[src/rtl/button_debouncer.sv]
`default_nettype none
// ============================================================================
// Module      : button_debouncer
// Description : Tick-qualified push-button debouncer with press/release pulses
//               and hold-to-repeat pulses.
// Revision    : 1.0 - initial release
// ============================================================================
module button_debouncer #(
    parameter int BOUNCE_TICKS = 4,
    parameter int HOLD_TICKS   = 32,
    parameter int REPEAT_TICKS = 8,
    parameter int CW           = 8
) (
    input  logic clk,
    input  logic rst,
    input  logic tick,
    input  logic button,
    output logic debounced,
    output logic pressed,
    output logic released,
    output logic repeat_pulse
);

    localparam logic [CW-1:0] c_one         = CW'(1);
    localparam logic [CW-1:0] c_bounce_last = CW'(BOUNCE_TICKS - 1);
    localparam logic [CW-1:0] c_hold_last   = CW'(HOLD_TICKS - 1);
    localparam logic [CW-1:0] c_repeat_last = CW'(REPEAT_TICKS - 1);

    typedef enum logic [1:0] {
        S_LOW        = 2'd0,
        S_MAYBE_HIGH = 2'd1,
        S_HIGH       = 2'd2,
        S_MAYBE_LOW  = 2'd3
    } state_t;

    logic          r_btn_meta;
    logic          r_btn_s;
    state_t        r_state;
    logic [CW-1:0] r_bcnt;
    logic [CW-1:0] r_hcnt;
    logic          r_first_done;

    state_t        w_state_nxt;
    logic [CW-1:0] w_bcnt_nxt;
    logic [CW-1:0] w_hcnt_nxt;
    logic          w_first_nxt;
    logic          w_pressed_nxt;
    logic          w_released_nxt;
    logic          w_repeat_nxt;

    always_ff @(posedge clk) begin
        if (rst) begin
            r_btn_meta <= 1'b0;
            r_btn_s    <= 1'b0;
        end else begin
            r_btn_meta <= button;
            r_btn_s    <= r_btn_meta;
        end
    end

    // A disagreeing btn_s always wins over a coincident tick in the MAYBE states.
    always_comb begin
        w_state_nxt    = r_state;
        w_bcnt_nxt     = r_bcnt;
        w_hcnt_nxt     = r_hcnt;
        w_first_nxt    = r_first_done;
        w_pressed_nxt  = 1'b0;
        w_released_nxt = 1'b0;
        w_repeat_nxt   = 1'b0;
        case (r_state)
            S_LOW: begin
                if (r_btn_s) begin
                    w_state_nxt = S_MAYBE_HIGH;
                    w_bcnt_nxt  = '0;
                end
            end
            S_MAYBE_HIGH: begin
                if (!r_btn_s) begin
                    w_state_nxt = S_LOW;
                end else if (tick) begin
                    if (r_bcnt == c_bounce_last) begin
                        w_state_nxt   = S_HIGH;
                        w_pressed_nxt = 1'b1;
                        w_hcnt_nxt    = '0;
                        w_first_nxt   = 1'b0;
                    end else begin
                        w_bcnt_nxt = r_bcnt + c_one;
                    end
                end
            end
            S_HIGH: begin
                if (!r_btn_s) begin
                    w_state_nxt = S_MAYBE_LOW;
                    w_bcnt_nxt  = '0;
                end else if (tick) begin
                    if (!r_first_done && (r_hcnt == c_hold_last)) begin
                        w_repeat_nxt = 1'b1;
                        w_hcnt_nxt   = '0;
                        w_first_nxt  = 1'b1;
                    end else if (r_first_done && (r_hcnt == c_repeat_last)) begin
                        w_repeat_nxt = 1'b1;
                        w_hcnt_nxt   = '0;
                    end else begin
                        w_hcnt_nxt = r_hcnt + c_one;
                    end
                end
            end
            S_MAYBE_LOW: begin
                // hcnt/first_done untouched so a glitch only pauses the repeat cadence
                if (r_btn_s) begin
                    w_state_nxt = S_HIGH;
                end else if (tick) begin
                    if (r_bcnt == c_bounce_last) begin
                        w_state_nxt    = S_LOW;
                        w_released_nxt = 1'b1;
                    end else begin
                        w_bcnt_nxt = r_bcnt + c_one;
                    end
                end
            end
            default: begin
                w_state_nxt = S_LOW;
            end
        endcase
    end

    always_ff @(posedge clk) begin
        if (rst) begin
            r_state      <= S_LOW;
            r_bcnt       <= '0;
            r_hcnt       <= '0;
            r_first_done <= 1'b0;
            debounced    <= 1'b0;
            pressed      <= 1'b0;
            released     <= 1'b0;
            repeat_pulse <= 1'b0;
        end else begin
            r_state      <= w_state_nxt;
            r_bcnt       <= w_bcnt_nxt;
            r_hcnt       <= w_hcnt_nxt;
            r_first_done <= w_first_nxt;
            debounced    <= (w_state_nxt == S_HIGH) || (w_state_nxt == S_MAYBE_LOW);
            pressed      <= w_pressed_nxt;
            released     <= w_released_nxt;
            repeat_pulse <= w_repeat_nxt;
        end
    end

endmodule
`default_nettype wire

[config.mk]
export PLATFORM = sky130hd
export DESIGN_NAME = button_debouncer
export DESIGN_NICKNAME = d
export VERILOG_FILES = /design/src/rtl/button_debouncer.sv
export SDC_FILE = /design/constraint.sdc
export NUM_CORES = 1
export LEC_CHECK = 0
export CELL_PAD_IN_SITES_DETAIL_PLACEMENT = 1
export CELL_PAD_IN_SITES_GLOBAL_PLACEMENT = 2
export CORE_UTILIZATION = 37
export CTS_CLUSTER_SIZE = 25
export DETAILED_ROUTE_END_ITERATION = 6
export PLACE_DENSITY = 0.85
export SLEW_MARGIN = 20
export SYNTH_ARGS = -nofsm -noshare
export SYNTH_HDL_FRONTEND = slang
export SYNTH_SLANG_ARGS = --single-unit
[constraint.sdc]
create_clock -name clk -period 3.9 [get_ports clk]
set_input_delay 0.78 -clock clk [delete_from_list [all_inputs] [get_ports clk]]
set_output_delay 0.78 -clock clk [all_outputs]
set_load 0.05 [all_outputs]
---- Word-level counts from Yosys, hierarchy flattened ----
Cells that the tools add are included.
word-level totals
  register bits after elaboration ......... 25
  bits of input ports ..................... 4
  output and inout port bits .............. 4
  logic and storage cells ................. 81
operators by class
  $add $sub $neg .......................... 2
  eq/ne operators ......................... 17
  multiplexer cells ....................... 35
  bitwise gates (word level) .............. 5
  reductions and logical operators ........ 12
operators by type and width
  kind                                                              count
  8-bit two-way mux                                                 13
  8-bit one-hot mux with 4 select lines                             1
  2-bit inequality test (second input constant)                     9
  8-bit by 1-bit adder with 8-bit output (second input constant)    2
  2-bit two-way mux                                                 8
  8-bit one-hot mux with 2 select lines                             1
  1-bit two-way mux                                                 10
  2-bit == test (second input constant)                             4
  8-bit by 2-bit == test with 1-bit output (second input constant)  1
  8-bit by 3-bit == test with 1-bit output (second input constant)  1
  8-bit by 5-bit == test with 1-bit output (second input constant)  1
  2-bit one-hot mux with 4 select lines                             1
  7-bit AND reduction                                               1
  6-bit AND reduction                                               1
  3-bit OR reduction                                                2
  1-bit inverter                                                    5
  4-bit AND reduction                                               1
  4-bit OR reduction                                                1
  2-bit by 1-bit == test with 1-bit output (second input constant)  1
  1-bit logical AND                                                 2
  2-bit logical NOT                                                 1
  1-bit one-hot mux with 2 select lines                             1
  2-bit nonzero test                                                1
  1-bit logical NOT                                                 1
  1-bit logical OR                                                  1

---- Depth between registers and ports, before layout ----
  depth after elaboration ................. 7
  gate-level depth with buffers ........... 6
  depth with buffers taken out ............ 5

---- Least setup slack after synthesis ----
Ideal clock, no wire load.
  kind .................................... reg2reg
  from .................................... reg debounced (netlist name)
  to ...................................... reg r_bcnt[7]
  library setup time ...................... 0.073 ns
  arrival time ............................ 1.872 ns
  data required time ...................... 3.827 ns
  slack ................................... 1.956 ns
  stages on the path, launching flop included .. 6
  buffers on the path ..................... 1
  period minus slack after synthesis ...... 1.944 ns
  cell sequence ........................... dfxtp_1 -> buf_4 -> xnor2_1 -> a221o_1 -> or4_1 -> a21oi_1
RTL lines
  item                  RTL line  RTL
  to (signal assigned)  139       r_bcnt <= w_bcnt_nxt;
  to (decl)             39        logic [CW-1:0] r_bcnt;

---- Worst setup path after layout ----
  from .................................... reg debounced
  to ...................................... out debounced
RTL lines
  item                    RTL line  RTL
  from (decl)             18        output logic debounced,
  from (signal assigned)  142       debounced <= (w_state_nxt == S_HIGH) || (w_state_nxt == S_MAYBE_LOW);
No word-level cell between the ends.

==> metrics.md <==
| Metric | Value |
|---|---|
| Max FO, Critical Path | 9 |
| Hold-fix buffers, CTS | 0 |
| Worst setup margin | between 1000 and 1500 ps |
| Lkg Pwr | 0.427 nW |
| Synthesized cell area | about 0.0012 sq mm |
| Vias/cell | around 5.6 |
| Maximum vdd ir drop | 0.000207 V |
| Routed len/inst | roughly 14 um |
| Worst Hold Class | reg -> reg |
| Setup crit end kind | output port |
| Largest net degree at the start of global routing | 15 |
| Routed Antenna Nets | 0 |
| Vias in the first global route | 1031 |
| Clock buffer depth | 2 |
| Cell breakdown of the critical path | clkdlybuf4s50_1 |
| Slew headroom | about half |
| Chip width | about 59 um |
| Synth Register Bits | 24 |
| Register area share after synthesis | about two fifths |
| Post-synthesis cell type count | between 40 and 50 |
| Max-slew violations | 0 |
| CP bufs+invs | 1 |
| Worst EP arrival | roughly 1700 ps |
| Inst Count DP | 185 |
| Final GP Congestion | between 0.6 and 0.7 |
| Seq. cell area | slightly below 500 sq um |
| Remaining Overflow, GRT | 0 |
| Clock Latency Late Sink | 310 ps |
| Share of cells above drive strength 1 | around a tenth |
| Setup violators final | 0 |
| Vias | 1045 |
| Clock Skew | 4.08 ps |
| First-pass GRT wire length | 4620 um |
| Data required time of the critical path | approximately 3100 ps |
| Slew @ Worst Pin | 760 ps |
| RSZ-0062 raised after global routing | no |
| Post-synth EDFFs | 0 |
| Fin cells | 188 |
| Initial antenna violation count | 0 |
| Final critical-path share of the clock period | 63.4% |
| Max cap viols | 0 |
| Clock transition at the registers of the reported paths | 120 ps |
| Outcome | complete, no violations |
| Sink Count | 24 |
| Leading post-synthesis cells by cell area | dfxtp_1 40%, a21oi_1 6.2%, nand2_1 4.3% |
| Drt total wl | about 2700 um |
| Post-DP HPWL | 2000 um |
| Footprint of the multi-input gates | 662 sq um |
| Post-Place Worst Slack | 1240 ps |
| Total GRT Usage | between 10% and 20% |
| Cell Pwr Density | 283 mW/mm^2 |
| Post-CTS Setup Bufs | 0 |
| Post-place instance area | 0.00129 sq mm |
| Fmax | 405 MHz |
| Biggest area consumer among synthesized cells | dfxtp_1 |
| Setup TNS | 0 ps |
| Crit path time final | between 2000 and 2500 ps |
| Nets@finish | 152 |
| Root Buffer | clkbuf_4 |
| CP top delay family | buffers and inverters |
| Crit path largest cell delay | approximately 870 ps |
| Area grow syn2layout | 8.26% |
| Final Hold Vio Count | 0 |
| I/O pin count | 8 |
| CTS tree | built |
| Port-buffer cells | 7 |
| FP Rows | 20 |
| Finished Core Util | 42.6% |
| CP max stage cell | clkdlybuf4s50_1 |
| Ys Warns | 0 |
| Ys async rst share | 0% |
| Fillers | 389 |
| Cells after Synth | 141 |
| 1st-iter DRT viols | 39 |
| Post_cts resized | 0 |
| Initial core utilization | 39.4% |
| DRC errors left | 0 |
| Setup crit start kind | flip-flop |
| Antenna diode count | 0 |
| DRT Pass-1 Iters | 4 |
| Die Area | around 0.0035 sq mm |
| Post-synth top flop | dfxtp_1 |
| Registers with the most flip-flops | r_bcnt x8, r_hcnt x8 |
| Clock buffer count from CTS | 3 |
| Die H | 59.2 um |
| Syn Area/Cell | 8.60 sq um |
| H-tree depth | 1 |
| Mapped Nets | between 100 and 150 |
| WS Path Type | reg -> out |
| Design Area, Final | 0.00131 sq mm |
| Core ar. | between 0.003 and 0.004 sq mm |
| Top-area cell type share of the netlist area | 39.6% |
-- area by class of cell --
type,instances,area share [%]
inverters,4,1.14
clock buffers,3,1.72
multi-input cells,105,50.4
well taps,44,4.19
repair buffers,8,5.91
flip-flops and latches,24,36.6
-- power breakdown --
group | leakage [nW] | switching (W) | internal, W | total [W]
Clock | 0.0138 | 0.0000721 | 0.0000362 | 0.000108
Combinational | 0.220 | 0.00000859 | 0.00000633 | 0.0000149
Sequential | 0.194 | 0.00000204 | 0.000247 | 0.000249
Total | 0.427 | 0.0000828 | 0.000289 | 0.000372
-- cell usage after synthesis, types with 3 or more instances --
cell and count:
nor3_1 7, a31oi_1 5, nand4_1 3, inv_1 4, or3_1 5, nor2_1 5, nor2b_1 3, nand2_1 14
dfxtp_1 24, or3_2 3, a21oi_1 15, nand3_1 10, o21ai_0 7
-- cell families after synthesis --
family	count (synthesis)	share of synthesized area [%]
DFF	24	39.6
muxes	1	0.826
buffers and inverters	12	5.78
xor gates and xnor gates	2	1.45
adders and majority gates	2	2.06
AOI/OAI and AO/OA	33	15.9
and+or+nand+nor	67	34.4
-- layout by cell type, fill, tap and decap left out, types with 3 or more instances in the layout --
| master | n |
|---|---|
| nor2b_1 | 3 |
| nand2_1 | 14 |
| dfxtp_1 | 24 |
| nand4_1 | 3 |
| nand3_1 | 10 |
| clkdlybuf4s50_1 | 7 |
| a31oi_1 | 5 |
| o21ai_0 | 7 |
| nor2_1 | 5 |
| inv_1 | 4 |
| or3_2 | 3 |
| clkbuf_4 | 3 |
| a21oi_1 | 15 |
| nor3_1 | 7 |
| or3_1 | 5 |
-- stage by stage --
stage | power, W | hold WS [ps]
2_1_floorplan | 0.000264 | 414
3_3_place_gp | 0.000269 | 428
3_5_place_dp | 0.000270 | 432
4_1_cts | 0.000379 | 461
5_1_grt | 0.000389 | 472
6_report | 0.000372 | 454
-- worst paths after layout --
kind                                 start   endpoint  slack [ps]  cells after the start
worst max-delay path             debounced  debounced        1430                      1
worst min-delay path            r_btn_meta    r_btn_s         450                      1
worst max register to register   r_bcnt[0]  r_bcnt[7]        1890                      5
worst min register to register  r_btn_meta    r_btn_s         450                      1
-- per-layer routing --
metal	share of wire (%)	wire, um	vias to the layer above	track usage [%]
met5	0	0	-	0
met4	1.6	44	0	7.14
met3	2.8	75	5	2.62
met2	46	1240	15	28.4
met1	50	1330	498	23.0
li1	-	-	527	-
No activity file was read; power rests on OpenSTA's default activity.
